<file path="config.mk">
export PLATFORM = sky130hd
export DESIGN_NAME = lab2_bcd_to_excess3_serial
export DESIGN_NICKNAME = d
export VERILOG_FILES = /design/src/rtl/lab2_bcd_to_excess3_serial.sv
export SDC_FILE = /design/constraint.sdc
export NUM_CORES = 1
export LEC_CHECK = 0
export CORE_MARGIN = 4
export CORE_UTILIZATION = 46
export CTS_BUF_LIST = sky130_fd_sc_hd__clkbuf_4 sky130_fd_sc_hd__clkbuf_8
export DETAILED_ROUTE_END_ITERATION = 10
export HOLD_SLACK_MARGIN = 0.06
export PLACE_DENSITY = 0.77
export SKIP_LAST_GASP = 1
export SLEW_MARGIN = 20
export SYNTH_ARGS = -nofsm -noshare
export SYNTH_HDL_FRONTEND = slang
export SYNTH_SLANG_ARGS = --single-unit
</file>
<file path="constraint.sdc">
create_clock -name clk_i -period 1.78 [get_ports clk_i]
set_input_delay 0.356 -clock clk_i [delete_from_list [all_inputs] [get_ports clk_i]]
set_output_delay 0.356 -clock clk_i [all_outputs]
set_load 0.01 [all_outputs]
</file>
<file path="src/rtl/lab2_bcd_to_excess3_serial.sv">
// Bit-serial BCD-to-Excess-3 encoder: adds 3 with a one-bit serial adder and streams the code
// LSB first with a per-digit last marker. Define LAB2_ODD_PARITY_EN to append an odd-parity bit.
module lab2_bcd_to_excess3_serial (
    input  logic       clk_i,
    input  logic       rst_i,
    input  logic [3:0] in_digit_i,
    input  logic       in_valid_i,
    output logic       in_ready_o,
    output logic       ser_out_o,
    output logic       ser_valid_o,
    output logic       ser_last_o,
    output logic       err_o,
    output logic [7:0] digit_cnt_o
);

    typedef enum logic [1:0] {
        StIdle,
        StShift,
        StPar
    } state_e;

`ifdef LAB2_ODD_PARITY_EN
    localparam logic HasParity = 1'b1;
`else
    localparam logic HasParity = 1'b0;
`endif

    state_e     state_q;
    logic [1:0] idx_q;
    logic [3:0] digit_q;
    logic       carry_q;
    logic       ser_out_q;
    logic       ser_valid_q;
    logic       ser_last_q;
    logic       err_q;
    logic [7:0] cnt_q;
`ifdef LAB2_ODD_PARITY_EN
    logic       par_q;
`endif

    logic       accept;
    logic       digit_ok;
    logic       first_bit;
    logic       first_carry;
    logic [1:0] next_idx;
    logic       k_bit;
    logic       d_bit;
    logic       sum_bit;
    logic       sum_carry;

    always_comb begin
`ifdef LAB2_ODD_PARITY_EN
        in_ready_o = (state_q == StIdle) || (state_q == StPar);
`else
        in_ready_o = (state_q == StIdle) || ((state_q == StShift) && (idx_q == 2'd3));
`endif
    end

    always_comb begin
        accept      = in_valid_i && in_ready_o;
        digit_ok    = (in_digit_i <= 4'd9);
        // Bit 0 of K is 1 and the carry starts at 0, so the first sum/carry are trivial.
        first_bit   = ~in_digit_i[0];
        first_carry = in_digit_i[0];
        next_idx    = idx_q + 2'd1;
        k_bit       = (next_idx == 2'd1);
        d_bit       = digit_q[next_idx];
        sum_bit     = d_bit ^ k_bit ^ carry_q;
        sum_carry   = (d_bit & k_bit) | (d_bit & carry_q) | (k_bit & carry_q);
    end

    always_ff @(posedge clk_i) begin
        if (rst_i) begin
            state_q     <= StIdle;
            idx_q       <= 2'd0;
            digit_q     <= 4'd0;
            carry_q     <= 1'b0;
            ser_out_q   <= 1'b0;
            ser_valid_q <= 1'b0;
            ser_last_q  <= 1'b0;
            err_q       <= 1'b0;
            cnt_q       <= 8'd0;
`ifdef LAB2_ODD_PARITY_EN
            par_q       <= 1'b0;
`endif
        end else begin
            err_q <= accept && !digit_ok;
            if (ser_last_q) begin
                cnt_q <= cnt_q + 8'd1;
            end
            if (accept && digit_ok) begin
                state_q     <= StShift;
                idx_q       <= 2'd0;
                digit_q     <= in_digit_i;
                carry_q     <= first_carry;
                ser_out_q   <= first_bit;
                ser_valid_q <= 1'b1;
                ser_last_q  <= 1'b0;
`ifdef LAB2_ODD_PARITY_EN
                par_q       <= first_bit;
`endif
            end else if (accept) begin
                // Rejected digit: no frame, even if it arrived on a last-bit cycle.
                state_q     <= StIdle;
                ser_out_q   <= 1'b0;
                ser_valid_q <= 1'b0;
                ser_last_q  <= 1'b0;
            end else begin
                case (state_q)
                    StShift: begin
                        if (idx_q != 2'd3) begin
                            idx_q       <= next_idx;
                            carry_q     <= sum_carry;
                            ser_out_q   <= sum_bit;
                            ser_valid_q <= 1'b1;
                            ser_last_q  <= (next_idx == 2'd3) && !HasParity;
`ifdef LAB2_ODD_PARITY_EN
                            par_q       <= par_q ^ sum_bit;
`endif
                        end else begin
`ifdef LAB2_ODD_PARITY_EN
                            state_q     <= StPar;
                            ser_out_q   <= ~par_q;
                            ser_valid_q <= 1'b1;
                            ser_last_q  <= 1'b1;
`else
                            state_q     <= StIdle;
                            ser_out_q   <= 1'b0;
                            ser_valid_q <= 1'b0;
                            ser_last_q  <= 1'b0;
`endif
                        end
                    end
                    default: begin
                        state_q     <= StIdle;
                        ser_out_q   <= 1'b0;
                        ser_valid_q <= 1'b0;
                        ser_last_q  <= 1'b0;
                    end
                endcase
            end
        end
    end

    assign ser_out_o   = ser_out_q;
    assign ser_valid_o = ser_valid_q;
    assign ser_last_o  = ser_last_q;
    assign err_o       = err_q;
    assign digit_cnt_o = cnt_q;

endmodule

</file>
### Yosys cells after proc, flatten, opt, wreduce, memory -nomap -nowiden

Cells that the tools add are included.

| storage, ports and cells | value |
|---|---|
| register bits | 20 |
| input bits | 7 |
| word-level logic and storage cells | 61 |

| cells by class | value |
|---|---|
| add/subtract/negate cells | 2 |
| $lt $le $gt $ge | 2 |
| equality and inequality tests | 6 |
| muxes and demuxes | 18 |
| bitwise logic cells | 11 |
| reduce and logical (&&, ||, !) cells | 13 |

Operators with widths:

| kind | number |
|---|---|
| $mux 1 | 17 |
| $add 8x1->8 const B | 1 |
| $reduce_and 3->1 | 2 |
| $reduce_or 5->1 | 1 |
| $eq 2x2->1 const B | 2 |
| $le 4x4->1 const B | 1 |
| $logic_and 1x1->1 | 4 |
| $ne 4x4->1 const B | 1 |
| $not 1->1 | 4 |
| $reduce_bool 2->1 | 2 |
| $and 1x1->1 | 3 |
| $lt 2x3->1 const B | 1 |
| $add 2x1->2 const B | 1 |
| $bmux 1 s2 | 1 |
| $eq 2x1->1 const B | 1 |
| $logic_not 2->1 | 1 |
| $ne 2x1->1 const B | 1 |
| $ne 2x2->1 const B | 1 |
| $or 1x1->1 | 2 |
| $reduce_or 2->1 | 1 |
| $xor 1x1->1 | 2 |
| $logic_not 1->1 | 1 |
| $logic_or 1x1->1 | 1 |

### Longest topological paths before layout

Gate-level depths: netlist of the first run.

| logic depth | value |
|---|---|
| depth after elaboration | 10 |
| mapped depth | 6 |
| depth with buffers taken out | 6 |

### Worst setup path before layout of the first run

Ideal clock, no wire load.

| timing path | value |
|---|---|
| path kind | flip-flop to flip-flop |
| start | register idx_q[0] |
| end | register ser_out_q (netlist: ser_out_o) |
| setup time | 0.071 ns |
| data arrival time | 1.898 ns |
| required time | 1.709 ns |
| setup slack | -0.189 ns |
| stages on the path, launching flop included | 7 |
| path buffers | 0 |
| cells stage by stage | dfxtp_1 inv_1 ha_1 mux4_2 fa_1 nand2_1 a21oi_1 |

| on the way | value |
|---|---|
| longest elaborated chain between the ends | 9 |
| elaborated cells on any way between the ends | 16 |
| those cells by class | add/sub: 1; eq/ne: 3; mux: 6; bitwise: 2; reduce/logical: 4 |

RTL lines:

| element | RTL line | source |
|---|---|---|
| from (decl) | 29 | `logic [1:0] idx_q;` |
| from (signal assigned) | 112 | `idx_q <= next_idx;` |
| $add 2x1->2 * | 65 | `next_idx = idx_q + 2'd1;` |
| named net next_idx[0] | 45 | `logic [1:0] next_idx;` |
| $bmux 1 s2 | 67 | `d_bit = digit_q[next_idx];` |
| $mux 1 (not written as such) | 67 |  |
| $xor 1x1->1 * (2 in series) | 68 | `sum_bit = d_bit ^ k_bit ^ carry_q;` |
| $mux 1 * | 111 | `if (idx_q != 2'd3) begin` |
| $mux 1 * | 109 | `case (state_q)` |
| $mux 1 * | 102 | `end else if (accept) begin` |
| $mux 1 * | 91 | `if (accept && digit_ok) begin` |
| to (signal assigned) | 96 | `ser_out_q <= first_bit;` |
| to (signal assigned) | 114 | `ser_out_q <= sum_bit;` |
| to (decl) | 32 | `logic ser_out_q;` |

The timed path passes the listed nets; every way through them passes the cells marked *. The select of a mux whose other input is x is not followed.
A chain may end at the register's enable or synchronous reset.

### Worst setup path in the final report of the first run

Same ends and word-level chain as after synthesis.

==> results of run 1 <==
-- cells by family after synthesis --
group / count (synthesis) / share of synthesized area
xor gates and xnor gates: 4 / 0.0391
adders and majority gates: 5 / 0.0781
muxes: 2 / 0.0363
AOI/OAI and AO/OA: 25 / 0.170
DFF: 20 / 0.446
buffers and inverters: 8 / 0.0432
and+or+nand+nor: 31 / 0.187
-- metal layers --
| layer | track usage | share of wire |
|---|---|---|
| met2 | 0.241 | 0.45 |
| met5 | 0 | 0 |
| met3 | 0.0573 | 0.045 |
| met4 | 0.0766 | 0.012 |
| met1 | 0.195 | 0.49 |
-- final timing paths --
check	start	end	slack, ps
min reg2reg	digit_q[0]$_SDFFE_PP0P_	digit_q[0]$_SDFFE_PP0P_	480
max reg2reg	idx_q[0]$_SDFFE_PP0P_	ser_out_o$_SDFF_PP0_	-80
min	digit_q[0]$_SDFFE_PP0P_	digit_q[0]$_SDFFE_PP0P_	480
max	idx_q[0]$_SDFFE_PP0P_	ser_out_o$_SDFF_PP0_	-80
-- area by class of cell --
cell class	count	area, um2
multi-input cells	67	470
well taps	25	31.3
repair buffers	29	260
clock buffers	4	36.3
inverters	4	15.0
fillers	151	566
flip-flops and latches	20	404
-- metrics by stage --
step / power, mW / setup TNS, ps / hold WS [ps] / util / std cells
after floorplan: 0.549 / -54.3 / 445 / - / 95
after global placement: 0.609 / -31.2 / 460 / 0.660 / 144
after detailed placement: 0.614 / -91.5 / 465 / 0.660 / 144
after CTS: 0.880 / -142 / 482 / 0.684 / 149
after global routing: 0.913 / -219 / 498 / 0.683 / 149
final: 0.874 / -103 / 477 / 0.683 / 149
-- report_power, final --
part,switching [mW],internal [mW],leakage (nW),total [mW]
logic,0.0635,0.0697,0.258,0.133
registers,0.00829,0.464,0.164,0.472
clock network,0.143,0.125,0.0210,0.268
total,0.215,0.659,0.443,0.874
-- sequential cells by signal (all words and copies together), names as in the netlist --
name and count:
carry_q 1, idx_q 2, digit_cnt_o 8, ser_valid_o 1
digit_q 4, state_q 1, ser_last_o 1, ser_out_o 1
err_o 1
-- placed cells by master, fill, tap and decap left out, types with 3 or more instances in the layout --
cell,count
sky130_fd_sc_hd__buf_4,10
sky130_fd_sc_hd__xor2_1,3
sky130_fd_sc_hd__nand2_1,5
sky130_fd_sc_hd__ha_1,3
sky130_fd_sc_hd__dfxtp_2,3
sky130_fd_sc_hd__dfxtp_1,17
sky130_fd_sc_hd__clkbuf_4,3
sky130_fd_sc_hd__a21oi_1,10
sky130_fd_sc_hd__nor2b_1,3
sky130_fd_sc_hd__o31ai_1,3
sky130_fd_sc_hd__o21ai_0,5
sky130_fd_sc_hd__nor2_1,9
sky130_fd_sc_hd__nand4_1,3
sky130_fd_sc_hd__clkdlybuf4s50_1,18
-- what timing repair did --
| action | CTS | global route |
|---|---|---|
| setup endpoints to repair | 3 | 4 |
| pin swaps | 1 | 0 |
| resized for setup | 2 | 3 |
| setup buffers | 1 | 0 |
| hold endpoints to repair | 0 | 0 |
-- worst max-delay path, stage by stage, from the launching register on --
cell and delay, ps:
sky130_fd_sc_hd__dfxtp_2 350, sky130_fd_sc_hd__inv_2 50, sky130_fd_sc_hd__ha_4 270, sky130_fd_sc_hd__mux4_2 500
sky130_fd_sc_hd__fa_1 490, sky130_fd_sc_hd__nand2_1 50, sky130_fd_sc_hd__a21oi_1 110
==> results summary, run 1 <==
The average cell area after synthesis came out at 9.44 um2. The layout overhead on the synthesized area came out at 35.7%. In the final routed layout, each cell accounts on average for 12.9 um.

The via-per-instance ratio came out at 5.20. The final-stage net count is 137. The checks that failed: negative setup slack. The most used flip-flop cell after synthesis is sky130_fd_sc_hd__dfxtp_1.

The residual overflow from global routing came out at 0. The remaining antenna violation count is 0. After floorplanning, the core was divided into 15 placement rows. The placed instances occupy a cell area of 0.00118 mm2.

The initial cell density of the core is 0.503. The final worst-path setup slack came out at -84.7 ps. The number of synthesized register bits came out at 20.

The top-level port count came out at 20. The critical path is of the reg -> reg type. Synthesis produced a netlist whose cell count is 95. The first TritonRoute pass finished after 4 iterations.

The power per unit of standard cell area is 718 mW/mm2. The worst setup path is launched from a flop. The total CTS buffers came out at 3. The most instantiated library cell after synthesis is sky130_fd_sc_hd__dfxtp_1. The path category of the worst min-delay check is reg -> reg. Yosys printed 0 warnings.

The fraction of registers with async set or reset after synthesis came out at 0. The worst clock skew on the final layout came out at 11.8 ps. The pin count of the biggest net entering global routing came out at 14.

The summed area of non-filler cells in the final layout came out at 0.00122 mm2. The quantity of hold-fixing buffers added after cts came out at 0. The highest ir drop seen on vdd came out at 588 uV. The area of the mapped netlist came out at 897 um2. Along the worst hold path, the cell count comes to 2. STA classifies the critical path endpoint as a flop.

The die area came out at 0.00272 mm2. Buffers placed on the I/O ports in this run total 19. The highest net fanout along the worst path is 2. The weighted congestion reported at the end of routability-driven placement is 0.770. The deepest level of the CTS H-tree came out at 1.

The number of cells on the worst reg-to-reg path is 6. The worst max-slew margin expressed relative to the limit is 0.750. The time the final worst path needs with I/O delays and setup came out at 1860 ps. The number of hold violations in the final report is 0.

Before CTS, the worst setup slack after placement is -59.7 ps. The netlist uses 32 different library cells. The first-pass GRT wire length is 3.19 mm. For the worst setup path, the data required time is 2040 ps. The number of diodes is 0. The number of buffers between clock root and the deepest sink is 2. The number of pins with negative max-slew slack in the final report came out at 0. Setup violations remaining at the end of the flow were counted as 2. The final critical-path share of the clock period is 1.05. The number of DRC markers after the initial detailed-route iteration came out at 14. At the pin with the least slew margin, the transition time is 366 ps. The detailed placer's ending HPWL is 1.40 mm. The fraction of final layout cells with drive strength greater than 1 is 0.202. The floorplan core area came out at 0.00178 mm2.

The overall die height is 52.2 um. The number of antenna violations at the first check in global routing is 0. Yosys mapped a number of flops with a built-in enable equal to 0. The area fraction of the dominant cell type after synthesis is 0.446. The post-synthesis sequential area ratio came out at 0.446.

For this block, the routed nets add up to 1.92 mm of wire. Derived from the worst setup path, the maximum achievable clock frequency is 536 MHz. The via count of the first global-routing pass was 732. The register clock-pin slew on the reported worst setup and hold paths is 120 ps. The clock net sink count is 20. The global-route usage over all layers came out at 0.158.

The post-route DRC violation count is 0. The post-synth net total came out at 107. The clock latency on the worst-skew pair came out at 310 ps. The library cell occupying the most area in the post-synthesis netlist is sky130_fd_sc_hd__dfxtp_1.

The horizontal die dimension is 52.2 um. The flow ran to the end, but the final reports show violations. The max-cap violation count is 0. Yosys attributes the largest share of cell area to sky130_fd_sc_hd__dfxtp_1, sky130_fd_sc_hd__a21oi_1, sky130_fd_sc_hd__ha_1. The data arrival time at the worst-slack endpoint is 2120 ps. The routed layout has 775 vias.

The cell leakage power is 0.443 nW. Ranked by instance count, the synthesized netlist is headed by sky130_fd_sc_hd__dfxtp_1, sky130_fd_sc_hd__a21oi_1, sky130_fd_sc_hd__nor2_1. Setup repair after global routing could not meet its margin everywhere. TritonCTS built the clock tree. The root buffer selected by CTS is sky130_fd_sc_hd__clkbuf_4.
Power figures use the tool's default switching activity.
==> run 2, diff against run 1 <==
CORE_ASPECT_RATIO = 1.5   (was default)
==> results summary, run 2 (synthesis results as in run 1) <==
The hold path depth was 2 (unchanged). The register clock-pin slew on the reported worst setup and hold paths is 100 ps (was 120 ps). Failing checks: negative setup slack (unchanged).

The count of endpoints failing setup in the final report came to 2 (unchanged). The pin count of the biggest net entering global routing came to 17 (was 14). The layout overhead on the synthesized area was 33.6% (was 35.7%). The max-cap violation count came to 0 (unchanged). The total CTS buffers is 3 (unchanged). The count of buffers from port buffering is 19 (unchanged). The launch point of the worst path was idx_q[0]$_SDFFE_PP0P_ (unchanged). The most common library cell in the layout ignoring fill and taps was sky130_fd_sc_hd__clkdlybuf4s50_1 (unchanged). The logic depth of the worst register-to-register path is 6 (unchanged). The die area came out at 0.00274 mm2 (was 0.00272 mm2). The data arrival time at the worst-slack endpoint is 2110 ps (was 2120 ps). The transition time at the pin with the least slew margin is 342 ps (was 366 ps). The via count of the routed design is 809 (was 775). The overall die height came out at 62.1 um (was 52.2 um). The highest ir drop seen on vdd was 486 uV (was 588 uV). The average wire per cell in the routed design came to 13.1 um (was 12.9 um).

The startpoint of the most critical hold path is digit_q[0]$_SDFFE_PP0P_ (unchanged). The via count of the first global-routing pass came to 790 (was 732). The remaining antenna violation count came out at 0 (unchanged). The first-pass GRT wire length came out at 3.21 mm (was 3.19 mm). The final worst-path setup slack came out at -98.1 ps (was -84.7 ps). The cell leakage power was 0.436 nW (was 0.443 nW). The summed area of non-filler cells in the final layout came out at 0.00120 mm2 (was 0.00122 mm2). The final-stage net count is 137 (unchanged). The standard-cell row count is 19 (was 15). The cell area after placement was 0.00117 mm2 (was 0.00118 mm2).

The horizontal die dimension came to 44.1 um (was 52.2 um). The worst clock skew on the final layout is 2.38 ps (was 11.8 ps). The critical path class is reg -> reg (unchanged). The timing-limited maximum frequency is 532 MHz (was 536 MHz). The CTS tree is done (unchanged). The capturing element type of the critical path is a flop (unchanged). The top-level port count came out at 20 (unchanged). The clock net sink count came out at 20 (unchanged). The overall routed net length is 1.89 mm (was 1.92 mm).

The initial cell density of the core was 0.484 (was 0.503). The fraction of final layout cells with drive strength greater than 1 was 0.195 (was 0.202). Status: finished with violations (unchanged). The global routing met1 resource utilization is 0.153 (was 0.195). The path category of the worst min-delay check is reg -> reg (unchanged). The flip-flop count of the largest register after layout is 8 (unchanged).

The end point of the most critical hold path is digit_q[0]$_SDFFE_PP0P_ (unchanged). The number of buffers between clock root and the deepest sink is 2 (unchanged). The number of hold violations in the final report was 0 (unchanged).

The number of pins with negative max-slew slack in the final report is 0 (unchanged). The residual overflow from global routing is 0 (unchanged). The slack of the worst reg-to-reg path is -100 ps (was -80 ps). The routing layer with the top usage in global route is met2 (unchanged).

The number of DRC markers after the initial detailed-route iteration was 12 (was 14). The critical path required time came out at 2010 ps (was 2040 ps). The time the final worst path needs with I/O delays and setup came out at 1880 ps (was 1860 ps). The launch point of the worst reg-to-reg path is idx_q[0]$_SDFFE_PP0P_ (unchanged). The floorplan core area was 0.00185 mm2 (was 0.00178 mm2). The detailed placer's ending HPWL is 1.49 mm (was 1.40 mm). The aggregate negative setup slack came out at -141 ps (was -103 ps).

The root buffer selected by CTS was sky130_fd_sc_hd__clkbuf_4 (unchanged). The number of diodes came out at 0 (unchanged). The deepest level of the CTS H-tree is 1 (unchanged). The worst max-slew margin expressed relative to the limit came out at 0.766 (was 0.750). The final-layout worst hold slack is 482 ps (was 477 ps). The met3 track demand over resource in global routing came to 0.0346 (was 0.0573).

The final critical-path share of the clock period came to 1.06 (was 1.05). The power per unit of standard cell area is 673 mW/mm2 (was 718 mW/mm2). The number of search-and-repair iterations in the first detailed-routing pass was 4 (unchanged). RSZ-0062 raised after global routing: yes (unchanged). The highest net fanout along the worst path came out at 2 (unchanged). The global-route usage over all layers came out at 0.161 (was 0.158). The global routing met2 resource utilization was 0.313 (was 0.241). The endpoint of the worst register-to-register path is ser_out_o$_SDFF_PP0_ (unchanged). The weighted congestion reported at the end of routability-driven placement is 0.866 (was 0.770). The clock latency on the worst-skew pair came to 290 ps (was 310 ps).

Commonest cells after routing, fill and taps aside: sky130_fd_sc_hd__clkdlybuf4s50_1, sky130_fd_sc_hd__dfxtp_1, sky130_fd_sc_hd__a21oi_1, sky130_fd_sc_hd__buf_4, sky130_fd_sc_hd__nor2_1 (unchanged). The via-per-instance ratio was 5.62 (was 5.20). The number of antenna violations at the first check in global routing was 0 (unchanged). The critical path launch point type is a flop (unchanged).

The post-route DRC violation count came out at 0 (unchanged).
-- run 2: area by class of cell --
cell class / count / area (um2)
Inverter: 4 / 15.0
Timing Repair Buffer: 29 / 260
Multi-Input combinational cell: 67 / 470
Tap cell: 21 / 26.3
Fill cell: 161 / 656
Clock buffer: 3 / 22.5
Sequential cell: 20 / 404
-- run 2: power by group --
group	total (mW)	internal, mW	switching, mW
Sequential	0.472	0.464	0.00846
Combinational	0.131	0.0693	0.0619
Clock	0.203	0.0787	0.124
Total	0.806	0.612	0.195
-- run 2: metal layers --
layer,up-vias,routed length [um]
met2,25,1010
met4,0,45
met5,-,0
met3,7,96
li1,400,-
met1,377,729
-- run 2: per-stage QoR --
step	cells	total power, mW	util	setup WS, ps
after floorplan	95	0.549	-	-54.3
after global placement	140	0.609	0.632	-33.1
after detailed placement	140	0.613	0.632	-75.3
after CTS	144	0.815	0.648	-94.0
after global routing	144	0.854	0.646	-156
final	144	0.806	0.646	-98.1
-- run 2: critical path: stages, from the launching register on --
cell and delay, ps:
sky130_fd_sc_hd__dfxtp_2 350, sky130_fd_sc_hd__inv_2 50, sky130_fd_sc_hd__ha_4 270, sky130_fd_sc_hd__mux4_2 500
sky130_fd_sc_hd__fa_1 490, sky130_fd_sc_hd__nand2_1 50, sky130_fd_sc_hd__a21oi_1 110
-- run 2: how the worst max path moves through the flow --
stage	end	slack (ps)
2_1_floorplan	ser_out_o$_SDFF_PP0_	-50
3_3_place_gp	ser_out_o$_SDFF_PP0_	-30
3_5_place_dp	ser_out_o$_SDFF_PP0_	-80
4_1_cts	ser_out_o$_SDFF_PP0_	-90
5_1_grt	ser_out_o$_SDFF_PP0_	-160
6_report	ser_out_o$_SDFF_PP0_	-100
-- run 2: repair_timing --
item | in CTS | in global routing
pin swaps | 1 | 0
setup endpoints to repair | 3 | 4
gates cloned | 0 | 0
resized for setup | 2 | 3
setup buffers | 1 | 0
hold buffers | 0 | 0
